## src/rtl/i2s_ser.sv

```systemverilog
// i2s_ser: I2S transmitter, 64-bit stereo frames in, BCK/LRCK/DATA out.
// A one-frame holding register feeds a shift register loaded at slot 1.
module i2s_ser #(
  parameter int BCK_DIV = 4
) (
  input  logic        clk,
  input  logic        resetn,
  input  logic        enable,
  input  logic [1:0]  data_bits,
  input  logic [63:0] data,
  input  logic        valid,
  output logic        ready,
  output logic        bck,
  output logic        lrck,
  output logic        sdata,
  output logic        busy,
  output logic        underrun
);

  localparam int DW = (BCK_DIV > 2) ? $clog2(BCK_DIV) : 1;
  localparam logic [DW-1:0] DIV_LAST = DW'(BCK_DIV - 1);
  localparam logic [DW-1:0] DIV_HALF = DW'(BCK_DIV / 2);

  typedef enum logic {
    IDLE,
    RUN
  } state_t;

  state_t        r_state;
  state_t        w_state_nxt;
  logic [DW-1:0] r_div;
  logic [5:0]    r_slot;
  logic [5:0]    w_slot_nxt;
  logic [63:0]   r_hold;
  logic [63:0]   r_shift;
  logic [63:0]   w_mask;
  logic [63:0]   w_load;
  logic          r_ready;
  logic          r_bck;
  logic          r_lrck;
  logic          r_sdata;
  logic          r_busy;
  logic          r_underrun;
  logic          w_tick;
  logic          w_stop;
  logic          w_start;
  logic          w_load_en;

  assign w_tick     = (r_state == RUN) && (r_div == '0);
  assign w_stop     = w_tick && (r_slot == 6'd63) && !enable;
  assign w_start    = (r_state == IDLE) && enable && !r_ready;
  assign w_load_en  = w_tick && (r_slot == 6'd0);
  assign w_slot_nxt = r_slot + 6'd1;

  always_comb begin
    w_mask = '1;
    case (data_bits)
      2'd0:    w_mask = 64'hFFFF_0000_FFFF_0000;
      2'd1:    w_mask = 64'hFFFF_FF00_FFFF_FF00;
      default: w_mask = '1;
    endcase
  end

  // an empty holding register at load time sends a silent frame
  assign w_load = r_ready ? '0 : (r_hold & w_mask);

  always_comb begin
    w_state_nxt = r_state;
    case (r_state)
      IDLE:    if (w_start) w_state_nxt = RUN;
      RUN:     if (w_stop)  w_state_nxt = IDLE;
      default: w_state_nxt = IDLE;
    endcase
  end

  always_ff @(posedge clk) begin
    if (!resetn) r_state <= IDLE;
    else         r_state <= w_state_nxt;
  end

  always_ff @(posedge clk) begin
    if (!resetn) begin
      r_div      <= '0;
      r_slot     <= 6'd63;
      r_hold     <= '0;
      r_shift    <= '0;
      r_ready    <= 1'b1;
      r_bck      <= 1'b0;
      r_lrck     <= 1'b1;
      r_sdata    <= 1'b0;
      r_busy     <= 1'b0;
      r_underrun <= 1'b0;
    end else begin
      r_underrun <= 1'b0;
      r_busy     <= (w_state_nxt == RUN);
      if (valid && r_ready) begin
        r_hold  <= data;
        r_ready <= 1'b0;
      end
      if (r_state == IDLE) begin
        r_div   <= '0;
        r_slot  <= 6'd63;
        r_bck   <= 1'b0;
        r_lrck  <= 1'b1;
        r_sdata <= 1'b0;
      end else begin
        r_div <= (r_div == DIV_LAST) ? '0 : r_div + DW'(1);
        if (r_div == DIV_HALF) r_bck <= 1'b1;
        if (w_tick) begin
          r_bck <= 1'b0;
          if (w_stop) begin
            r_lrck  <= 1'b1;
            r_sdata <= 1'b0;
            r_shift <= '0;
          end else begin
            r_slot <= w_slot_nxt;
            r_lrck <= w_slot_nxt[5];
            if (w_load_en) begin
              r_sdata    <= w_load[63];
              r_shift    <= {w_load[62:0], 1'b0};
              r_underrun <= r_ready;
              if (!r_ready) begin
                r_hold  <= '0;
                r_ready <= 1'b1;
              end
            end else begin
              r_sdata <= r_shift[63];
              r_shift <= {r_shift[62:0], 1'b0};
            end
          end
        end
      end
    end
  end

  assign ready    = r_ready;
  assign bck      = r_bck;
  assign lrck     = r_lrck;
  assign sdata    = r_sdata;
  assign busy     = r_busy;
  assign underrun = r_underrun;

endmodule

```

## config.mk

```make
export PLATFORM = sky130hd
export DESIGN_NAME = i2s_ser
export DESIGN_NICKNAME = d
export VERILOG_FILES = /design/src/rtl/i2s_ser.sv
export SDC_FILE = /design/constraint.sdc
export NUM_CORES = 1
export LEC_CHECK = 0
export CAP_MARGIN = 0
export CORE_ASPECT_RATIO = 1.5
export CORE_MARGIN = 2
export CORE_UTILIZATION = 28
export CTS_CLUSTER_SIZE = 25
export DETAILED_ROUTE_END_ITERATION = 8
export SYNTH_ARGS = -nofsm -noshare
export SYNTH_HDL_FRONTEND = slang
export SYNTH_SLANG_ARGS = --single-unit
```

## constraint.sdc

```tcl
create_clock -name clk -period 2 [get_ports clk]
set_input_delay 0.4 -clock clk [delete_from_list [all_inputs] [get_ports clk]]
set_output_delay 0.4 -clock clk [all_outputs]
set_load 0.005 [all_outputs]
```

==> results of run 1 <==
## layout make-up
type,instances,area [sq um],share of cell area [%]
clock inverters,10,114,1.49
flip-flops and latches,141,2820,36.9
repair buffers,93,1040,13.5
inverters,7,26.3,0.343
multi-input cells,500,2840,37.2
well taps,268,335,4.38
clock buffers,22,474,6.20
## critical path: cells and delay by family (launching register included)
kind | cells | cell delay, ns
muxes | 1 | 0.24
AOI/OAI and AO/OA | 1 | 0.08
DFF | 1 | 0.33
buffers and inverters | 2 | 0.33
adders and majority gates | 1 | 0.18
and+or+nand+nor | 2 | 0.53
## cells in the mapped netlist, drive strengths merged
library cell,n
a21oi,65
a32oi,1
and2,35
and2b,30
and3,2
buf,17
clkbuf,29
dfxtp,141
ha,5
inv,7
mux2i,66
nand2,199
nand3,4
nand3b,1
nand4,2
nor2,3
nor2b,4
nor3,2
nor3b,1
nor4,1
o211ai,1
o21a,1
o21ai,69
o21ba,1
o21bai,1
o311ai,1
o31a,1
o31ai,1
o32a,1
xnor2,2
## path summary, 6_finish.rpt
check | start | endpoint | slack, ns
worst min register to register | r_shift[23] | r_shift[23] | 0.45
worst max register to register | r_div[0] | r_shift[39] | 0.17
worst max-delay path | r_div[0] | r_shift[39] | 0.17
worst min-delay path | r_shift[23] | r_shift[23] | 0.45
## power by group
part / leakage, uW / internal, uW / total, uW / switching, uW
Clock: 0.000278 / 1930 / 3090 / 1160
Sequential: 0.00115 / 2890 / 2930 / 39.9
Combinational: 0.00130 / 264 / 518 / 254
## stage by stage
stage	worst slack, ns	std cells	hold slack [ns]	util [%]	area, sq um
after floorplan	0.363	694	0.424	-	5970
after global placement	0.131	1009	0.434	33.7	7060
after detailed placement	0.0927	1009	0.440	33.7	7060
after CTS	0.162	1041	0.449	36.5	7650
after global routing	0.00815	1041	0.465	36.5	7650
final	0.175	1041	0.445	36.5	7650
## metal layers
layer  global-route usage [%]  up-vias  wire length [microns]
met5                        0        -                      0
met3                     3.20       14                    505
met1                     14.7     2168                   5810
met4                     3.82        0                    182
met2                     21.7       71                   6800
li1                         -     2425                      -
## registers in the layout, summed over array words and instances, names as in the netlist
register  cells
r_slot        6
ready         1
r_hold       64
busy          1
lrck          1
sdata         1
r_shift      63
r_div         2
bck           1
underrun      1
## logic make-up (layout without fill, tap and decap cells)
kind of cell | Yosys count | in the layout
and+or+nand+nor | 284 | 284
muxes | 66 | 66
xor gates and xnor gates | 2 | 2
DFF | 141 | 141
buffers and inverters | 53 | 132
AOI/OAI and AO/OA | 143 | 143
adders and majority gates | 5 | 5
## layout by cell type (no fill, tap or decap), drive strengths merged
master,count
o32a,1
nor3b,1
nor3,2
nand4,2
o311ai,1
nor2,3
nand3,4
nor4,1
o21bai,1
dfxtp,141
a21oi,65
o31ai,1
and2,35
a32oi,1
clkinv,4
o211ai,1
ha,5
buf,18
o21ai,69
nor2b,4
xnor2,2
o21a,1
and2b,30
and3,2
nand3b,1
mux2i,66
clkdlybuf4s50,75
clkbuf,22
o21ba,1
clkinvlp,4
inv,7
nand2,199
o31a,1
bufinv,2
==> results.json, run 1 <==
{
  "cts_hold_buf": 0,
  "path_max_fanout": 35,
  "diodes": 0,
  "crit_arrival_ns": 2.12,
  "insertion_delay_ns": 0.41,
  "path_class": "flip-flop to flip-flop",
  "grt_pass1_vias": 4703,
  "layout-drive-gt1-share_pct": 7.37,
  "start_util_pct": 28.5,
  "dieArea_sq_mm": 0.0225,
  "grt_overflow": 0,
  "rsz0062_at_grt": "false",
  "clockBufferDepth": 2,
  "finalSetupViolations": 0,
  "synth-compound-area-share_pct": 12.6,
  "htreeDepth": 4,
  "wl_microns": 13300,
  "viasPerCell": 4.49,
  "seq_area_frac_synth_pct": 47.3,
  "fmax_ghz": 0.548,
  "holdCritPathClass": "flip-flop to flip-flop",
  "synth-xor-area-share_pct": 0.293,
  "io_buffers": 75,
  "cap_violations": 0,
  "yosys_warnings": 0,
  "area_growth_pct": 28.1,
  "cts_setup_buffers": 0,
  "synth_top_area_share_pct": 47.3,
  "hpwl_microns": 8980,
  "pin_count": 76,
  "syn_area_sq_mm": 0.00597,
  "start_kind": "flip-flop",
  "gp_congestion": 0.842,
  "powerDensity_mw_per_mm2": 854,
  "cts_root_buffer": "clkbuf_16",
  "r2r_cells": 7,
  "finalNetCount": 835,
  "cts_sinks": 141,
  "cts_inserted_buffers": 17,
  "avgRoutedWirePerCell_microns": 12.8,
  "grt_pass1_wl_microns": 22400,
  "num_vias": 4678,
  "critPathMaxStageDelay_ns": 0.33,
  "antenna_found_initial": 0,
  "grt_usage_pct": 12.4,
  "cp_slowest_cell": "dfxtp_1",
  "drv_slew": 0,
  "relSlewSlack_pct": 72.9,
  "ctsResizeCount": 0,
  "die_w_microns": 123,
  "drt_iter0_markers": 185,
  "num-fill-cells": 2189,
  "clock_skew_ns": 0.00757,
  "vdd_drop_max_mv": 0.433,
  "min_period_ns": 1.83,
  "synthAdderAreaFrac_pct": 1.05,
  "clk_pin_slew_worst_paths_ns": 0.06,
  "fin_tns_setup_ns": 0,
  "synth_top_family_by_area": "simple AND/OR/NAND/NOR gates",
  "synth.distinct_cells": 36,
  "core_sq_mm": 0.0210,
  "p_leak_uw": 0.00273,
  "dr.pass1.iters": 6,
  "status": "completed",
  "synthMuxAreaShare_pct": 11.1,
  "grt_max_degree": 43,
  "holdPathStages": 2,
  "drcViolationCount": 0,
  "ys_ff_latch": 141,
  "max_slew.worst_pin.slew_ns": 0.404,
  "synth_area_leaders": "dfxtp_1 47%, nand2_1 13%, mux2i_1 11%",
  "cp-end-kind": "flip-flop",
  "die_y_microns": 183,
  "crit_chain": "inv_1, ha_1, and2_1, and3_4, buf_12, mux2i_1, o21ai_1",
  "hold_viol_final": 0,
  "crit_required_ns": 2.29,
  "syn_area_per_cell_sq_um": 8.60,
  "yosys.area.top_type": "dfxtp_1",
  "netlist_instances": 694,
  "final_antenna_net_count": 0,
  "min_period_over_period_pct": 91.3,
  "cts_tree": "yes",
  "synth_simple_gate_area_share_pct": 22.2,
  "num_rows": 65,
  "synth_nets": 769,
  "p_total_uw": 6530
}
Power figures use the tool's default switching activity.
==> run 2, diff against run 1 <==
- PLACE_DENSITY_LB_ADDON: default -> 0.25
==> run 2 against run 1 <==
Effect of this change:
- core utilization rose by 0.62 points
- sequential share of layout area shrank 0.62 points
- via count fell by 0.17%
- die area did not move
- clock-buffer cell count is the same
- critical endpoint is now ready
- critical path depth shrank 6
- total power grew 10%
- highest routed layer unchanged
- first-iteration DRC count is 5.4% higher
==> results.json, run 2 (synthesized netlist as in run 1, its figures left out) <==
{
  "ctsResizeCount": 0,
  "met1_length_microns": 6100,
  "grt_pass1_wl_microns": 23000,
  "path_max_fanout": 8,
  "layout_common_cells": "198 x nand2_1, 141 x dfxtp_1, 75 x clkdlybuf4s50_1",
  "top_register": "r_hold",
  "grt_max_degree": 42,
  "area_growth_pct": 30.3,
  "die_y_microns": 183,
  "cts_inserted_buffers": 17,
  "path_buf_inv": 1,
  "cts_root_buffer": "clkbuf_16",
  "switchingPower_uw": 1470,
  "finalNetCount": 837,
  "grt_usage_pct": 13.0,
  "hpwl_microns": 9140,
  "diodes": 0,
  "swShare_pct": 20.4,
  "holdCritPathClass": "flip-flop to flip-flop",
  "rsz0062_at_grt": "false",
  "num_vias": 4670,
  "drcViolationCount": 0,
  "wl_microns": 13700,
  "htreeDepth": 4,
  "path_class": "flip-flop to output port",
  "cts_setup_buffers": 0,
  "critPathMaxStageDelay_ns": 0.58,
  "crit_chain": "clkdlybuf4s50_1",
  "crit_required_ns": 1.60,
  "clock_power_share_pct": 52.3,
  "holdPathStages": 2,
  "die_w_microns": 123,
  "clk_pin_slew_worst_paths_ns": 0.06,
  "cp-end-kind": "output port",
  "top_regs": "r_hold x64, r_shift x63, r_slot x6",
  "antenna_found_initial": 0,
  "r2r_cells": 5,
  "relSlewSlack_pct": 71.0,
  "largest_reg_flops": 64,
  "min_period_ns": 1.91,
  "fin_tns_setup_ns": 0,
  "met2_length_microns": 6950,
  "drv_slew": 0,
  "cp_slowest_cell": "clkdlybuf4s50_1",
  "num_rows": 65,
  "dr.pass1.iters": 4,
  "dieArea_sq_mm": 0.0225,
  "p_total_uw": 7220,
  "drt_iter0_markers": 195,
  "p_leak_uw": 0.00280,
  "grt_overflow": 0,
  "power_frac_seq_pct": 40.6,
  "core_sq_mm": 0.0210,
  "insertion_delay_ns": 0.42,
  "start_util_pct": 28.5,
  "cap_violations": 0,
  "powerDensity_mw_per_mm2": 928,
  "gp_congestion": 0.776,
  "pin_count": 76,
  "cts_tree": "yes",
  "crit_family": "buffers and inverters",
  "internal_power_uw": 5750,
  "met3_length_microns": 427,
  "cts_sinks": 141,
  "min_period_over_period_pct": 95.5,
  "layout-drive-gt1-share_pct": 7.74,
  "start_kind": "flip-flop",
  "cp.depth": 1,
  "crit_arrival_ns": 1.51,
  "top_layer": "met4",
  "final_antenna_net_count": 0,
  "avgRoutedWirePerCell_microns": 13.2,
  "io_buffers": 75,
  "combinationalPowerShare_pct": 7.1,
  "clockBufferDepth": 2,
  "final_common_cell": "nand2_1",
  "clock_skew_ns": 0.00734,
  "fmax_ghz": 0.524,
  "max_slew.worst_pin.slew_ns": 0.432,
  "finalSetupViolations": 0,
  "grt_pass1_vias": 4773,
  "viasPerCell": 4.48,
  "cts_hold_buf": 0,
  "status": "completed",
  "utilization_pct": 37.1,
  "hold_viol_final": 0,
  "vdd_drop_max_mv": 0.432
}
==> run 2: metal layers <==
layer  vias to the layer above  GRT usage (%)
li1                       2429              -
met1                      2155           15.3
met2                        67           22.7
met3                        19           2.74
met4                         0           5.14
met5                         -              0
==> run 2: cell type report <==
class,instances,area [sq um]
inverter,7,26.3
tap,268,335
sequential,141,2820
fill,2235,13200
clock buffer,22,484
clock inverter,10,231
multi-input combinational,500,2840
timing repair buffer,95,1040
==> run 2: stage by stage <==
stage,hold slack (ns),instances,instance area [sq um],setup slack (ns)
2_1_floorplan,0.424,694,5970,0.363
3_3_place_gp,0.434,1011,7070,0.113
3_5_place_dp,0.440,1011,7070,0.130
4_1_cts,0.447,1043,7780,0.0886
5_1_grt,0.456,1043,7780,0.0161
6_report,0.445,1043,7780,0.0910
==> run 2: worst paths after layout <==
kind / startpoint / to / slack [ns]
worst min-delay path: r_shift[13] / r_shift[13] / 0.44
worst max-delay path: ready / ready / 0.09
worst max register to register: r_slot[2] / r_shift[18] / 0.29
worst min register to register: r_shift[13] / r_shift[13] / 0.44
==> run 2: tightest hold or removal path: stages, from the launching register on <==
cell	delay, ns
dfxtp_1	0.30
nand2_1	0.05
o21ai_1	0.05
==> run 2: power by group through the flow <==
stage | logic [uW] | registers, uW | clock network [uW]
floorplan | 250 | 2980 | 0
global placement | 524 | 2990 | 0
detailed placement | 527 | 2990 | 0
CTS | 529 | 2930 | 3850
global route | 574 | 2940 | 3980
finish | 514 | 2930 | 3770
==> RTL edit 1, RTL diff (config.mk and constraints of run 2) <==
`BCK_DIV`: 4 -> 2.
--- a/src/rtl/i2s_ser.sv
+++ b/src/rtl/i2s_ser.sv
@@ -3,3 +3,3 @@
 module i2s_ser #(
-  parameter int BCK_DIV = 4
+  parameter int BCK_DIV = 2
 ) (
Behaviour: not the same (Yosys sat finds a counterexample within 10 cycles, from zero or initial values and one cycle with resetn low).
==> RTL edit 1 against run 2 <==
- setup slack worse by 0.0033 ns
- fmax down 0.17%
- power is 8.3% lower
- cell area is 3.5% lower
- wire length decreased by 2.9%
- non-clock buffer count down 6
- sequential cell count decreased by 1
- synthesized cell count decreased by 0.86%
- global-route usage shrank 0.30 points
- synthesized area decreased by 2.2%
- largest cell class is now sequential cells
- largest power group unchanged
==> RTL edit 1: results (changes against run 2) <==
Hold path
  • Worst Hold Class: flop to flop
  • Hold EP: r_shift[11]$_SDFFE_PN0P_

Cells and area
  • Layout filler cell count: 2138 (-4.3%)
  • Final layout net count: 821 (-1.9%)
  • Register area: 2803 sq um (-0.71%)
  • Layout cell share with drive strength beyond 1: 7.480% (-0.26 points)

Placement
  • Dpl hpwl: 8694 microns (-4.9%)
  • Dpl cell area: 6898 sq um (-2.4%)
  • Placer congestion estimate: 0.7504 (-3.3%)

Synth
  • Synth Area in Compound Gates: 12.77% (+0.17 points)
  • Xor-xnor portion of the synthesized cell area: 0.1500% (-0.14 points)
  • Seq/Total Area, Yosys: 47.99% (+0.71 points)
  • Synth area leaders: dfxtp_1 48%, nand2_1 13%, mux2i_1 11%
  • Synth cell types: 37 (+2.8%)
  • Synth cell count leaders: 196 x nand2_1, 140 x dfxtp_1, 65 x a21oi_1
  • Post-Synth Adder-Cell Area: 0.4284% (-0.62 points)
  • Mux cell area share after synthesis: 10.80% (-0.27 points)
  • Netlist Area Pre-Place: 5841 sq um (-2.2%)
  • Syn nets: 760 (-1.2%)

Drt
  • Met2 WL: 6491 microns (-6.6%)
  • WL met3: 397 microns (-7.0%)
  • DRT met1 WL: 6214 microns (+1.9%)
  • DR vias/cell: 4.464 (-0.30%)
  • Wire per inst: 12.99 microns (-1.3%)
  • DRT iter0 DRCs: 194 (-0.51%)

Pwr
  • Switching portion of total power: 22.88% (+2.5 points)
  • Peak supply drop: 0.4737 mV (+9.6%)
  • Leak pwr: 0.002564 uW (-8.5%)
  • Comb. pwr: 484 uW (-5.8%)
  • Clk. pwr: 3220 uW (-15%)
  • Combinational share of power: 7.3% (+0.2 points)

Global route
  • Largest net degree at the start of global routing: 65 (+55%)
  • Global-route wire length before repair: 22340 microns (-3.1%)
  • Met3 usage: 2.904% (+0.17 points)
  • GRT met1 Usage: 15.73% (+0.45 points)

Worst setup path
  • Crit-path leading delay family: buffers and inverters
  • R2r endpoint: r_shift[28]$_SDFFE_PN0P_

CTS
  • Number of CTS-inserted buffers: 17 (unchanged)

STA
  • Slew headroom: 76.29% (+5.3 points)
  • Smallest hold slack: 0.4443 ns (-0.0004440 ns)
  • Clock Skew: 0.008045 ns (+0.0007070 ns)

Flow run
  • Max Cap Viol: 0 (unchanged)

Status
  • Status: finished, final reports clean
RTL edit 1: logic make-up (layout without fill, tap and decap cells):
logic type,count (synthesis),after routing
flops,140,140
mux,63,63
simple gates,288,288
xor+xnor,1,1
buf+inv,52,126
fa+ha+maj,2,2
compound gates,142,142
RTL edit 1: layout make-up:
class                   instances  area share [%]
clock inverters                14           2.250
well taps                     264           4.401
inverters                       5          0.2500
multi-input cells             496           36.67
flip-flops and latches        140           37.34
clock buffers                  18           5.851
repair buffers                 89           13.24
RTL edit 1: per-stage QoR:
| step | instances | setup WS, ns |
|---|---|---|
| final | 1026 | 0.08769 |
| after global routing | 1026 | 0.01161 |
| after CTS | 1026 | 0.06169 |
| after detailed placement | 994 | 0.09584 |
| after global placement | 994 | 0.1249 |
| after floorplan | 688 | 0.4917 |
RTL edit 1: worst reg2reg max path, cell delays in order, from the launching register on:
cell     delay (ns)
dfxtp_1        0.37
nor4_4         0.32
and3_4         0.36
buf_12         0.24
mux2i_1        0.24
o21ai_1        0.07
==> RTL edit 2, RTL diff (config.mk and constraints of run 2) <==
Without the edit above. Reset style: asynchronous (`resetn`), changed in 2 clocked blocks.
--- a/src/rtl/i2s_ser.sv
+++ b/src/rtl/i2s_ser.sv
@@ -75,3 +75,3 @@
 
-  always_ff @(posedge clk) begin
+  always_ff @(posedge clk or negedge resetn) begin
     if (!resetn) r_state <= IDLE;
@@ -80,3 +80,3 @@
 
-  always_ff @(posedge clk) begin
+  always_ff @(posedge clk or negedge resetn) begin
     if (!resetn) begin
Formal check against the unedited RTL: differs if resetn is asserted again (counterexample within 4 cycles, from zero or initial values and one cycle with resetn low); with resetn held inactive, the same outputs for 10 cycles.
==> RTL edit 2 against run 2 <==
- the flow now finishes with violations (setup timing)
- cell area grew 13%
- synthesized cell count shrank 4.3%
- register-to-register slack lost 0.37 ns
- synthesized area grew 7.5%
- final cell count grew 0.58%
- sequential cell count is the same
- setup slack lost 0.17 ns
- wire length grew 27%
- critical endpoint is now r_shift[41]$_DFFE_PN0P_
Power is not compared: it rests on default switching activity, and its combinational part moved more than twofold at a synthesized area within 25%.
==> RTL edit 2: results (changes against run 2) <==
Cells and area
  • Final layout net count: 833 (-0.48%)
  • Layout cell share with drive strength beyond 1: 16.04% (+8.3 points)
  • Layout filler cell count: 2273 (+1.7%)

Drt
  • WL met3: 478 microns (+12%)
  • Top Metal Used: met4
  • DRT met1 WL: 7558 microns (+24%)
  • Post-Route WL: 17370 microns (+27%)
  • DR vias/cell: 4.788 (+6.9%)
  • DRT iter0 DRCs: 252 (+29%)
  • Met2 WL: 9085 microns (+31%)
  • Wire per inst: 16.55 microns (+26%)

Synth
  • Synth cell types: 39 (+8.3%)
  • Syn nets: 737 (-4.2%)
  • Most common flop cell mapped by yosys: dfrtp_1
  • Cells after Synth: 664 (-4.3%)
  • Async SR Flop Fraction: 100.0% (+100 points)
  • Seq/Total Area, Yosys: 55.14% (+7.9 points)
  • Synth area leaders: dfrtp_1 52%, nand2_1 11%, a21oi_1 5.0%
  • Synth cell count leaders: 196 x nand2_1, 133 x dfrtp_1, 64 x a21oi_1

Worst setup path
  • Crit-path leading delay family: simple AND/OR/NAND/NOR gates
  • CP peak stage delay: 0.50 ns (-0.08 ns)
  • Slowest CP cell: or4b_4
  • CP Max Fanout: 15 (+7)
  • FF-to-FF Start: r_slot[0]$_DFFE_PN1P_
  • R2R depth: 7 (+2)
  • Worst Path Arrival: 2.39 ns (+0.88 ns)

STA
  • Final setup vio count: 30 (+30)
  • Final setup margin: -0.08139 ns (-0.1724 ns)
  • Actual slew at the worst max-slew pin: 0.5985 ns (+0.1664 ns)
  • Clock Skew: 0.006811 ns (-0.0005271 ns)
  • Setup TNS Final: -1.455 ns (-1.455 ns)
  • Smallest hold slack: 0.4255 ns (-0.01921 ns)

Global route
  • GRT Overall Usage: 14.07% (+1.1 points)
  • GRT met1 Usage: 17.12% (+1.8 points)
  • Initial antenna violation count: 0 (unchanged)
  • Met2 GRT Util: 24.60% (+1.9 points)
  • Vias in the first global route: 5198 (+8.9%)
  • Largest net degree at the start of global routing: 55 (+31%)
  • Met3 usage: 2.882% (+0.15 points)
  • Global-route wire length before repair: 26920 microns (+17%)

Placement
  • Dpl cell area: 7626 sq um (+7.9%)
  • Post-Place Cells: 999 (-1.2%)
  • Post-Place Setup Slack: -0.02911 ns (-0.1587 ns)
  • Dpl hpwl: 10220 microns (+12%)
  • Placer congestion estimate: 0.7066 (-8.9%)

CTS
  • Clk buf depth: 2 (unchanged)
  • Clk_lat worst skew: 0.43 ns

Hold path
  • Hold EP: r_div[0]$_DFF_PN0_
  • Hold-critical path depth: 1 (-1)
  • Min-delay src: r_div[0]$_DFF_PN0_

Status
  • Status: finished with violations
  • Failing checks: setup timing

Pwr
  • Leak pwr: roughly 0.0039 uW
## RTL edit 2: worst max path at each step
stage	start	endpoint	depth (start not counted)
2_1_floorplan	r_slot[0]$_DFFE_PN1P_	r_shift[3]$_DFFE_PN0P_	8
3_3_place_gp	r_slot[0]$_DFFE_PN1P_	r_hold[55]$_DFF_PN0_	7
3_5_place_dp	r_slot[0]$_DFFE_PN1P_	r_hold[54]$_DFF_PN0_	7
4_1_cts	r_slot[0]$_DFFE_PN1P_	r_shift[54]$_DFFE_PN0P_	7
5_1_grt	r_slot[0]$_DFFE_PN1P_	r_shift[38]$_DFFE_PN0P_	7
6_report	r_slot[0]$_DFFE_PN1P_	r_shift[41]$_DFFE_PN0P_	7
## RTL edit 2: cell type report
class | count | area [sq um] | share of cell area, %
sequential | 141 | 3538 | 40.40
inverter | 10 | 37.54 | 0.4286
timing repair buffer | 131 | 1582 | 18.06
clock buffer | 21 | 470.5 | 5.371
multi-input combinational | 459 | 2621 | 29.93
tap | 276 | 345.3 | 3.943
clock inverter | 11 | 163.9 | 1.871
## RTL edit 2: cells by family after synthesis
| kind of cell | Yosys count | synth area share, % |
|---|---|---|
| fa+ha+maj | 3 | 0.5850 |
| buf+inv | 64 | 5.810 |
| xor+xnor | 4 | 0.5460 |
| flops | 141 | 55.14 |
| mux | 32 | 4.991 |
| compound gates | 169 | 15.44 |
| simple gates | 251 | 17.49 |
## RTL edit 2: what timing repair did
action                                  CTS  global route
hold buffers                              1             0
pin swaps                                 1             7
buffers inserted                          3             2
endpoints found under the hold margin    29             0
endpoints found under the setup margin   67           112
gates resized for setup                   3            33
cloned                                    2            10
## RTL edit 2: report_power, final
group          internal (uW)  leakage (uW)  switching, uW
Combinational            134       0.00187           96.0
Sequential              2850       0.00167              0
Clock                   2180      0.000309           1240
